==> src/rtl/key_debounce.sv <==
// key_debounce: multi-channel synchroniser and debounce filter for mechanical keys.
// Each channel has a 2-flop synchroniser feeding a 2-state filter FSM; key_level
// only follows the synchronised input after it has persisted long enough.
// Optional long-press detection is compiled in with `define KEY_DEBOUNCE_LONG_PRESS_EN.
module key_debounce #(
  parameter int                CH_NUM        = 4,
  parameter int                STABLE_CYCLES = 20000,
  parameter logic [CH_NUM-1:0] IDLE_LEVEL    = {CH_NUM{1'b1}},
  parameter int                LONG_CYCLES   = 1000000
) (
  input  logic              clk,
  input  logic              rst_n,
  input  logic              en,
  input  logic [CH_NUM-1:0] key_raw,
  output logic [CH_NUM-1:0] key_level,
  output logic [CH_NUM-1:0] key_busy,
  output logic [CH_NUM-1:0] key_long
);

  localparam int CW = $clog2(STABLE_CYCLES + 1);
  // The synchronised value has already been held for one cycle when the FSM
  // first notices it, so the edge on which the count would reach
  // STABLE_CYCLES is the commit edge; in FILTER that is when cnt holds
  // STABLE_CYCLES-1.
  localparam logic [CW-1:0] CNT_LAST = CW'(STABLE_CYCLES - 1);

  typedef enum logic {
    ST_STABLE = 1'b0,
    ST_FILTER = 1'b1
  } state_t;

  // Catch nonsensical configurations at elaboration time
  if (CH_NUM < 1 || CH_NUM > 32 || STABLE_CYCLES < 1 || LONG_CYCLES < 1) begin : g_badConfig
    $error("key_debounce: illegal parameter combination");
  end

  logic [CH_NUM-1:0] r_sync1;
  logic [CH_NUM-1:0] r_sync2;
  logic [CH_NUM-1:0] r_level;
  logic [CH_NUM-1:0] w_levelNext;

  // Two-flop synchroniser; keeps running regardless of en
  always_ff @(posedge clk or negedge rst_n) begin
    if (!rst_n) begin
      r_sync1 <= IDLE_LEVEL;
      r_sync2 <= IDLE_LEVEL;
    end else begin
      r_sync1 <= key_raw;
      r_sync2 <= r_sync1;
    end
  end

  // Debounced level register, updated only on a per-channel commit
  always_ff @(posedge clk or negedge rst_n) begin
    if (!rst_n) begin
      r_level <= IDLE_LEVEL;
    end else begin
      r_level <= w_levelNext;
    end
  end

  assign key_level = r_level;

  for (genvar g = 0; g < CH_NUM; g++) begin : g_ch
    state_t        r_state;
    state_t        w_stateNext;
    logic [CW-1:0] r_cnt;
    logic [CW-1:0] w_cntNext;
    logic          w_commit;

    // Filter state and persistence counter for this channel
    always_ff @(posedge clk or negedge rst_n) begin
      if (!rst_n) begin
        r_state <= ST_STABLE;
        r_cnt   <= '0;
      end else begin
        r_state <= w_stateNext;
        r_cnt   <= w_cntNext;
      end
    end

    // Next-state logic: start filtering on a difference, abort on a glitch,
    // commit once the new value has persisted; en low parks the channel
    always_comb begin
      w_stateNext = r_state;
      w_cntNext   = r_cnt;
      w_commit    = 1'b0;
      if (!en) begin
        w_stateNext = ST_STABLE;
        w_cntNext   = '0;
      end else begin
        case (r_state)
          ST_STABLE: begin
            if (r_sync2[g] != r_level[g]) begin
              if (STABLE_CYCLES == 1) begin
                w_commit = 1'b1;
              end else begin
                w_stateNext = ST_FILTER;
                w_cntNext   = CW'(1);
              end
            end
          end
          ST_FILTER: begin
            if (r_sync2[g] == r_level[g]) begin
              w_stateNext = ST_STABLE;
              w_cntNext   = '0;
            end else if (r_cnt == CNT_LAST) begin
              w_commit    = 1'b1;
              w_stateNext = ST_STABLE;
              w_cntNext   = '0;
            end else begin
              w_cntNext = r_cnt + CW'(1);
            end
          end
          default: begin
            w_stateNext = ST_STABLE;
            w_cntNext   = '0;
          end
        endcase
      end
    end

    assign w_levelNext[g] = w_commit ? r_sync2[g] : r_level[g];
    assign key_busy[g]    = (r_state == ST_FILTER);
  end

`ifdef KEY_DEBOUNCE_LONG_PRESS_EN
  localparam int LW = $clog2(LONG_CYCLES + 1);
  localparam logic [LW-1:0] LONG_MAX  = LW'(LONG_CYCLES);
  localparam logic [LW-1:0] LONG_PREV = LW'(LONG_CYCLES - 1);

  for (genvar g = 0; g < CH_NUM; g++) begin : g_long
    logic [LW-1:0] r_longCnt;
    logic          r_long;

    // Long-press timer: counts while pressed and enabled, freezes when en is
    // low, and clears on the same edge that returns key_level to idle
    always_ff @(posedge clk or negedge rst_n) begin
      if (!rst_n) begin
        r_longCnt <= '0;
        r_long    <= 1'b0;
      end else if (w_levelNext[g] == IDLE_LEVEL[g]) begin
        r_longCnt <= '0;
        r_long    <= 1'b0;
      end else if (en && (r_level[g] != IDLE_LEVEL[g]) && (r_longCnt != LONG_MAX)) begin
        r_longCnt <= r_longCnt + LW'(1);
        if (r_longCnt == LONG_PREV) begin
          r_long <= 1'b1;
        end
      end
    end

    assign key_long[g] = r_long;
  end
`else
  assign key_long = '0;
`endif

endmodule
==> config.mk <==
export PLATFORM = sky130hd
export DESIGN_NAME = key_debounce
export DESIGN_NICKNAME = d
export VERILOG_FILES = /design/src/rtl/key_debounce.sv
export SDC_FILE = /design/constraint.sdc
export NUM_CORES = 1
export LEC_CHECK = 0
export CORE_MARGIN = 4
export CORE_UTILIZATION = 32
export CTS_CLUSTER_DIAMETER = 30
export DETAILED_ROUTE_END_ITERATION = 12
export PLACE_DENSITY = 0.52
export SYNTH_ARGS = -nofsm -noshare
export SYNTH_HDL_FRONTEND = slang
export SYNTH_SLANG_ARGS = --single-unit
==> constraint.sdc <==
create_clock -name clk -period 2.3 [get_ports clk]
set_input_delay 0.46 -clock clk [delete_from_list [all_inputs] [get_ports clk]]
set_output_delay 0.46 -clock clk [all_outputs]
set_load 0.03 [all_outputs]
==> impl_metrics.csv, run 1 <==
group,metric,value,unit
status,outcome,"complete, no violations",
setup_path,crit_family,"simple AND/OR/NAND/NOR gates",
routing,wl_per_cell,13.7,µm
final_layout,fin_nets,468,
floorplan,start_util,0.330,
yosys,synth.ff_latch_count,76,
clock_network,post_cts_resized,0,
clock_network,cts-root-buf,"clkbuf_16",
hold_path,hold_class,"in2async",
clock_network,post_cts_buffers,0,
clock_network,cts_hold_buf,0,
grt,grt_overflow_total,0,
grt,grt_max_degree,47,
placement,gp_congestion,0.814,
sta,rsz0062_at_grt,"false",
floorplan,rows,40,
sta,tightest_slew,0.617,ns
setup_path,slowest_stage,"or4b_1",
setup_path,path_cells,"or4b_1, nor4_4, nor2_1, buf_4, a41oi_1, a31oi_1",
sta,timing.fmax,476,MHz
yosys,yosysSeqAreaShare,0.479,
sta,slew_headroom,0.588,
floorplan,die_width,120,µm
floorplan,design.core.area,0.0121,mm²
run,maxCapViolations,0,
yosys,synth_ff_type,"dfrtp_1",
placement,dp_hpwl,5950,µm
routing,ant_nets,0,
sta,period_share,0.914,
sta,setup_violations,0,
routing,drc,0,
setup_path,arrival,2.31,ns
power,p_leak,1.88,nW
clock_network,cts.clk_slew.worst_paths,0.06,ns
yosys,ys_types,53,
placement,port_buffers,14,
routing,viasPerCell,5.17,
placement,dp.cells,614,
sta,hold_viol,0,
routing,routed_wl,8610,µm
sta,final.min_clock_period,2.10,ns
sta,clock_skew,0.00425,ns
yosys,synth-edff-count,0,
final_layout,n_fill_cell,1219,
setup_path,required,2.51,ns
grt,antenna_found_initial,0,
grt,grt_pass1_wl,15100,µm
final_layout,antenna_cells,0,
setup_path,end_kind,"flop",
yosys,synth_area,0.00400,mm²
floorplan,die_h,120,µm
routing,drtIter0Drc,146,
power,power.density,610,mW/mm²
clock_network,worstSkewPairLatency,0.33,ns
clock_network,cts_max_level,3,
final_layout,area_growth,18.4,%
floorplan,boundaryPins,19,
yosys,avgSynthCellArea,9.43,µm²
final_layout,final_util,0.391,
setup_path,critPathKind,"reg2reg",
final_layout,instances_no_fill,630,
clock_network,numClockSinks,76,
clock_network,cts_max_path_buffers,2,
yosys,async_flop_share,1.00,
sta,final.setup.tns,0,ns
sta,timing.final.max_slew_violations,0,
grt,grt_pass1_vias,3192,
routing,firstDrtPassIters,6,
routing,vias,3259,
grt,gr-usage-all-layers,0.128,
power,vdd_drop_max,0.368,mV
yosys,ys_warn_count,0,
setup_path,critPathLaunchType,"flop",
floorplan,die_area,0.0144,mm²
final_layout,drive_gt1_frac,0.165,
setup_path,critPathBufInv,1,
clock_network,numCtsBuffers,9,
setup_path,critPathMaxStageDelay,0.57,ns
clock_network,cts_tree,"built",
yosys,syn-instance-count,424,
setup_path,crit_path_max_fanout,16,
## cells by family after synthesis
group                      count (synthesis)  synth area share
and+or+nand+nor                          184             0.252
AOI/OAI and AO/OA                        114             0.178
muxes                                      7            0.0188
buffers and inverters                     29            0.0391
other                                      1          0.000937
adders and majority gates                  4            0.0125
DFF                                       76             0.479
xor gates and xnor gates                   9            0.0197
## worst paths after layout
path                             startpoint           endpoint  slack (ns)  depth (start not counted)
max                        g_ch[2].r_cnt[7]  g_ch[2].r_cnt[11]        0.20                          6
min                                   rst_n  g_ch[1].r_cnt[14]        0.15                          1
max reg2reg                g_ch[2].r_cnt[7]  g_ch[2].r_cnt[11]        0.20                          6
min reg2reg                      r_sync1[0]         r_sync2[0]        0.35                          0
max in group asynchronous             rst_n         r_sync2[0]        1.54                          2
min in group clk                 r_sync1[0]         r_sync2[0]        0.35                          0
## layout make-up
cell class / count / area (µm²) / share of cell area
timing repair buffer: 41 / 365 / 0.0771
tap: 168 / 210 / 0.0444
multi-input combinational: 322 / 1940 / 0.409
sequential: 76 / 1920 / 0.405
clock inverter: 4 / 23.8 / 0.00502
inverter: 7 / 26.3 / 0.00555
clock buffer: 12 / 256 / 0.0541
## layout by cell type (no fill, tap or decap), drive strengths merged, types with 8 or more instances in the layout
cell	count
a21oi	28
a31oi	41
buf	28
clkbuf	12
clkdlybuf4s50	13
dfrtp	64
dfstp	12
nand2	50
nand3	34
nand4	14
nor2	29
nor3	9
o21ai	21
or3	8
## worst reg2reg max path: cells and delay by family, from the launching register on
family | cells | cell delay [ns]
AND/OR/NAND/NOR | 3 | 1.10
buffers and inverters | 1 | 0.21
AO/OA/AOI/OAI | 2 | 0.26
flip-flops | 1 | 0.42
## flip-flops by register name, indices dropped and copies added (netlist names)
register      flops
g_ch.r_cnt       60
g_ch.r_state      4
key_level         4
r_sync1           4
r_sync2           4
## stage by stage
| step | hold slack, ns | setup WS (ns) | total power [mW] | area (µm²) |
|---|---|---|---|---|
| finish | 0.146 | 0.199 | 2.89 | 4740 |
| global route | 0.190 | 0.0652 | 3.02 | 4740 |
| CTS | 0.166 | 0.194 | 2.94 | 4740 |
| detailed placement | 0.347 | 0.148 | 1.59 | 4460 |
| global placement | 0.346 | 0.162 | 1.59 | 4460 |
| floorplan | 0.164 | 0.202 | 1.51 | 4010 |
## metal layers
metal  vias up  part of all wire  GRT usage
met5         -                 0          0
met4         0            0.0093     0.0458
met3         6             0.028     0.0283
met2        49              0.46      0.197
met1      1565              0.51      0.176
li1       1639                 -          -
## synthesized netlist by cell type (4+ instances only)
cell type  number  area share
a21oi_1        28       0.035
nor3b_1         6       0.011
buf_4           8       0.015
nand4_1        14       0.022
or3_1           8       0.013
and2_1          5      0.0078
nand2_1        50       0.047
o21ai_0        21       0.026
dfrtp_1        64        0.40
nor3_1          9       0.011
nor2_1         28       0.026
a22o_1          6       0.013
clkbuf_1        9      0.0084
ha_1            4       0.013
inv_1           7      0.0066
nand3_1        34       0.043
a31oi_1        41       0.064
a41oi_1         4      0.0088
dfstp_2        12       0.079
or3b_2          4      0.0088
xor2_1          6       0.013
## power by group
group	internal [mW]	leakage [nW]	switching, mW	total, mW
registers	1.36	1.01	0.0217	1.39
clock network	0.786	0.142	0.542	1.33
logic	0.0665	0.728	0.110	0.177
Note: power is estimated with default switching activity, not from simulation.
==> inputs of run 2 (changes only) <==
--- a/config.mk
+++ b/config.mk
@@ -5,11 +5,12 @@
 export SDC_FILE = /design/constraint.sdc
 export NUM_CORES = 1
 export LEC_CHECK = 0
+export ABC_AREA = 1
 export CORE_MARGIN = 4
 export CORE_UTILIZATION = 32
 export CTS_CLUSTER_DIAMETER = 30
 export DETAILED_ROUTE_END_ITERATION = 12
-export PLACE_DENSITY = 0.52
+export PLACE_DENSITY = 0.51
 export SYNTH_ARGS = -nofsm -noshare
 export SYNTH_HDL_FRONTEND = slang
 export SYNTH_SLANG_ARGS = --single-unit
==> impl_metrics.csv, run 2 <==
group,metric,value,unit
routing,routed_wl,10100,µm
grt,antenna_found_initial,0,
grt,grt_overflow_total,0,
sta,setup_violations,0,
yosys,synth.most_common_cell,"nand2_1",
yosys,avgSynthCellArea,7.27,µm²
final_layout,final_util,0.370,
clock_network,cts_max_level,3,
setup_path,path_cells,"clkdlybuf4s50_1",
yosys,synth-edff-count,0,
yosys,synthTopCellsByCount,"196 x nand2_1, 82 x nor2_1, 74 x inv_1",
setup_path,reg2reg_to,"g_ch[2].r_cnt[7]",
clock_network,numClockSinks,76,
sta,period_share,0.893,
clock_network,post_cts_buffers,0,
routing,drc,0,
sta,timing.final.max_slew_violations,0,
setup_path,end_kind,"output port",
final_layout,final_area,0.00516,mm²
sta,final.min_clock_period,2.05,ns
sta,rsz0062_at_grt,"false",
setup_path,slowest_stage,"clkdlybuf4s50_1",
yosys,ys_types,35,
floorplan,start_util,0.328,
sta,final.setup.tns,0,ns
power,power.total,2.90,mW
setup_path,required,1.84,ns
routing,vias,3918,
final_layout,fin_nets,657,
clock_network,cts-root-buf,"clkbuf_16",
placement,port_buffers,14,
placement,dp.cells,815,
floorplan,die_width,128,µm
yosys,synth_ff_type,"dfrtp_1",
setup_path,worst-path-stages,1,
final_layout,instances_no_fill,831,
grt,grt_max_degree,55,
yosys,synth.ff_latch_count,76,
setup_path,crit_path_max_fanout,6,
sta,clock_skew,0.00767,ns
hold_path,hold_class,"in2async",
yosys,synth_area,0.00457,mm²
setup_path,critPathLaunchType,"flop",
setup_path,critPathKind,"reg2out",
yosys,async_flop_share,1.00,
floorplan,design.core.area,0.0139,mm²
final_layout,top_register,"g_ch.r_cnt",
placement,gp_congestion,0.846,
routing,ant_nets,0,
clock_network,post_cts_resized,0,
floorplan,die_area,0.0163,mm²
floorplan,boundaryPins,19,
final_layout,final_common_cell,"nand2_1",
yosys,syn-instance-count,629,
run,maxCapViolations,0,
sta,hold_viol,0,
clock_network,cts_tree,"built",
yosys,synth_area_leader_cell,"dfrtp_1",
status,outcome,"complete, no violations",
yosys,synth_top_area_frac,0.350,
power,power.density,563,mW/mm²
yosys,yosysSeqAreaShare,0.419,
yosys,ys_warn_count,0,
clock_network,cts_hold_buf,0,
floorplan,die_h,128,µm
clock_network,cts.clk_slew.worst_paths,0.06,ns
clock_network,worstSkewPairLatency,0.34,ns
placement,dp_hpwl,7300,µm
grt,grt_pass1_vias,3839,
clock_network,numCtsBuffers,9,
final_layout,antenna_cells,0,
floorplan,rows,43,
grt,grt_pass1_wl,17700,µm
power,vdd_drop_max,0.350,mV
grt,gr-usage-all-layers,0.133,
routing,wl_per_cell,12.1,µm
sta,timing.fmax,487,MHz
setup_path,r2r_start,"g_ch[2].r_cnt[0]",
setup_path,r2r_cells,8,
setup_path,critPathBufInv,1,
final_layout,largest_reg_flops,60,
routing,firstDrtPassIters,4,
yosys,synthTopCellsByArea,"dfrtp_1 35%, nand2_1 16%, dfstp_2 6.9%",
clock_network,cts_max_path_buffers,2,
final_layout,area_growth,12.7,%
setup_path,crit_family,"buffers and inverters",
routing,drtIter0Drc,334,
final_layout,final_cell_mix,"196 x nand2_1, 82 x nor2_1, 74 x inv_1",
setup_path,arrival,1.59,ns
placement,place_area,0.00487,mm²
power,p_leak,2.31,nW
routing,viasPerCell,4.71,
setup_path,regToRegSetupSlack,0.73,ns
final_layout,drive_gt1_frac,0.117,
final_layout,n_fill_cell,1459,
setup_path,critPathMaxStageDelay,0.73,ns
-- run 2: through the flow --
| stage | hold WS (ns) | worst slack, ns |
|---|---|---|
| 2_1_floorplan | 0.164 | 0.890 |
| 3_3_place_gp | 0.347 | 0.264 |
| 3_5_place_dp | 0.347 | 0.207 |
| 4_1_cts | 0.0167 | 0.190 |
| 5_1_grt | 0.0363 | 0.179 |
| 6_report | 0.0109 | 0.245 |
-- run 2: how the worst max path moves through the flow --
stage | from | endpoint | slack (ns)
after global routing | g_ch[2].r_state | key_busy[2] | 0.18
after CTS | g_ch[2].r_state | key_busy[2] | 0.19
after global placement | en | g_ch[0].r_cnt[9] | 0.26
after detailed placement | en | g_ch[0].r_cnt[9] | 0.21
final | g_ch[2].r_state | key_busy[2] | 0.25
after floorplan | key_level[3] | g_ch[3].r_cnt[8] | 0.89
-- run 2: kinds of logic (layout without fill, tap and decap cells) --
group / count (synthesis) / in the layout / synth area share
other: 1 / 4 / 0.000820
buffers and inverters: 95 / 114 / 0.0933
XOR/XNOR: 22 / 22 / 0.0438
adder cells (fa/ha/maj): 4 / 4 / 0.0109
AO/OA/AOI/OAI: 33 / 33 / 0.0399
AND/OR/NAND/NOR: 398 / 398 / 0.392
flip-flops: 76 / 76 / 0.419
-- run 2: report_power, final --
part / switching [mW] / internal (mW) / total [mW]
sequential: 0.0192 / 1.36 / 1.38
clock: 0.575 / 0.789 / 1.36
combinational: 0.114 / 0.0453 / 0.160
total: 0.708 / 2.19 / 2.90
-- run 2: cell type report --
type	count	area (µm²)	area share
Clock buffer	11	253	0.0490
Clock inverter	5	36.3	0.00704
Inverter	81	312	0.0604
Multi-Input combinational cell	461	2240	0.435
Sequential cell	76	1920	0.372
Tap cell	180	225	0.0437
Timing Repair Buffer	17	173	0.0335
-- run 2: routing by layer --
metal,share of wire,vias to the layer above,wire length [µm],track usage
li1,-,1987,-,-
met2,0.47,59,4770,0.215
met4,0.014,0,145,0.0530
met1,0.48,1861,4840,0.172
met5,0,-,0,0
met3,0.033,11,337,0.0301
==> inputs of run 3 (changes only) <==
--- a/config.mk
+++ b/config.mk
@@ -6,11 +6,15 @@
 export NUM_CORES = 1
 export LEC_CHECK = 0
 export ABC_AREA = 1
+export CELL_PAD_IN_SITES_DETAIL_PLACEMENT = 0
+export CELL_PAD_IN_SITES_GLOBAL_PLACEMENT = 1
 export CORE_MARGIN = 4
 export CORE_UTILIZATION = 32
+export CTS_BUF_LIST = sky130_fd_sc_hd__clkbuf_8
 export CTS_CLUSTER_DIAMETER = 30
 export DETAILED_ROUTE_END_ITERATION = 12
-export PLACE_DENSITY = 0.51
+export HOLD_SLACK_MARGIN = 0.05
+export PLACE_DENSITY = 0.64
 export SYNTH_ARGS = -nofsm -noshare
 export SYNTH_HDL_FRONTEND = slang
 export SYNTH_SLANG_ARGS = --single-unit
==> impl_metrics.csv, run 3 (synthesis results as in run 2) <==
group,metric,value,unit
status,outcome,"complete, no violations",
setup_path,crit_path_max_fanout,3,
power,power.density,533,mW/mm²
routing,wl_per_cell,12.3,µm
routing,firstDrtPassIters,6,
hold_path,min_path_cells,0,
clock_network,cts_tree,"built",
grt,grt_max_degree,43,
grt,grt_pass1_vias,3660,
setup_path,required,1.84,ns
sta,setup_violations,0,
setup_path,r2r_start,"g_ch[2].r_cnt[0]",
placement,gp_congestion,0.836,
final_layout,final_common_cell,"nand2_1",
final_layout,drive_gt1_frac,0.114,
setup_path,regToRegSetupSlack,0.68,ns
grt,gr-usage-all-layers,0.134,
setup_path,arrival,1.64,ns
final_layout,largest_reg_flops,60,
setup_path,critPathMaxStageDelay,0.68,ns
final_layout,instances_no_fill,831,
sta,hold_viol,0,
placement,port_buffers,14,
clock_network,cts_max_level,3,
power,power.total,2.71,mW
setup_path,critPathLaunchType,"flop",
placement,dp_hpwl,7430,µm
clock_network,numClockSinks,76,
clock_network,numCtsBuffers,9,
floorplan,rows,43,
run,maxCapViolations,0,
hold_path,hold_class,"reg2reg",
placement,dp.cells,814,
floorplan,die_h,128,µm
power,p_leak,2.29,nW
setup_path,path_cells,"clkdlybuf4s50_1",
final_layout,final_cell_mix,"196 x nand2_1, 82 x nor2_1, 75 x inv_1",
routing,vias,3820,
final_layout,top_register,"g_ch.r_cnt",
floorplan,die_width,128,µm
hold_path,min_to,"r_sync2[2]",
power,vdd_drop_max,0.279,mV
sta,timing.final.max_slew_violations,0,
setup_path,end_kind,"output port",
floorplan,design.core.area,0.0139,mm²
final_layout,area_growth,11.2,%
hold_path,hp-start,"r_sync1[2]",
floorplan,die_area,0.0163,mm²
routing,ant_nets,0,
grt,grt_pass1_wl,17600,µm
final_layout,antenna_cells,0,
floorplan,boundaryPins,19,
grt,antenna_found_initial,0,
clock_network,cts_max_path_buffers,2,
routing,viasPerCell,4.60,
clock_network,worstSkewPairLatency,0.37,ns
final_layout,fin_nets,657,
clock_network,cts.clk_slew.worst_paths,0.08,ns
clock_network,cts-root-buf,"clkbuf_8",
routing,routed_wl,10200,µm
sta,period_share,0.914,
sta,timing.fmax,476,MHz
floorplan,start_util,0.328,
sta,final.min_clock_period,2.10,ns
setup_path,critPathBufInv,1,
setup_path,slowest_stage,"clkdlybuf4s50_1",
sta,clock_skew,0.00743,ns
clock_network,post_cts_resized,0,
setup_path,critPathKind,"reg2out",
setup_path,reg2reg_to,"g_ch[2].r_cnt[6]",
setup_path,crit_family,"buffers and inverters",
routing,drc,0,
sta,rsz0062_at_grt,"false",
sta,final.setup.tns,0,ns
routing,drtIter0Drc,240,
setup_path,r2r_cells,8,
grt,grt_overflow_total,0,
==> run 3: cell types whose count changed in the layout (fill, tap and decap cells not counted) <==
cell and change:
clkbuf_16 -9, clkbuf_8 +8, clkinvlp_4 -3, bufinv_16 +2
clkinv_2 +2, buf_4 -1, clkinv_4 -1, dlygate4sd3_1 +1
inv_1 +1
==> run 3: worst max path at each step <==
stage	slack [ns]	cells past startpoint	from	end
finish	0.20	1	key_level[1]	key_level[1]
global route	0.13	1	key_level[1]	key_level[1]
CTS	0.13	1	g_ch[2].r_state	key_busy[2]
detailed placement	0.23	8	en	g_ch[0].r_cnt[9]
global placement	0.27	6	en	g_ch[1].r_cnt[10]
floorplan	0.89	10	key_level[3]	g_ch[3].r_cnt[8]
==> run 3: routing by layer <==
metal  part of all wire  track usage
met2               0.44        0.205
met5                  0            0
met3              0.024       0.0238
met1               0.51        0.185
met4              0.022       0.0618
==> run 3: report_power, final <==
part,switching [mW],internal [mW]
clock network,0.539,0.632
registers,0.0197,1.36
logic,0.116,0.0454
total,0.675,2.04
==> run 3: stage by stage <==
stage	hold slack (ns)	instance area, µm²	util	setup WS, ns
final	0.358	5090	0.365	0.198
after global routing	0.363	5090	0.365	0.132
after CTS	0.359	5090	0.365	0.130
after detailed placement	0.347	4860	0.349	0.226
after global placement	0.346	4860	0.349	0.270
after floorplan	0.164	4590	-	0.890
==> run 3: cell type report <==
cell class	count	area (µm²)
well taps	180	225
clock buffers	10	138
repair buffers	17	175
clock inverters	6	78.8
fillers	1477	8850
flip-flops and latches	76	1920
multi-input cells	461	2240
inverters	81	312
==> run 3: what timing repair did <==
action / CTS / global route
setup buffers: 0 / 0
hold buffers: 1 / 0
endpoints found under the setup margin: 0 / 0
endpoints found under the hold margin: 11 / 0
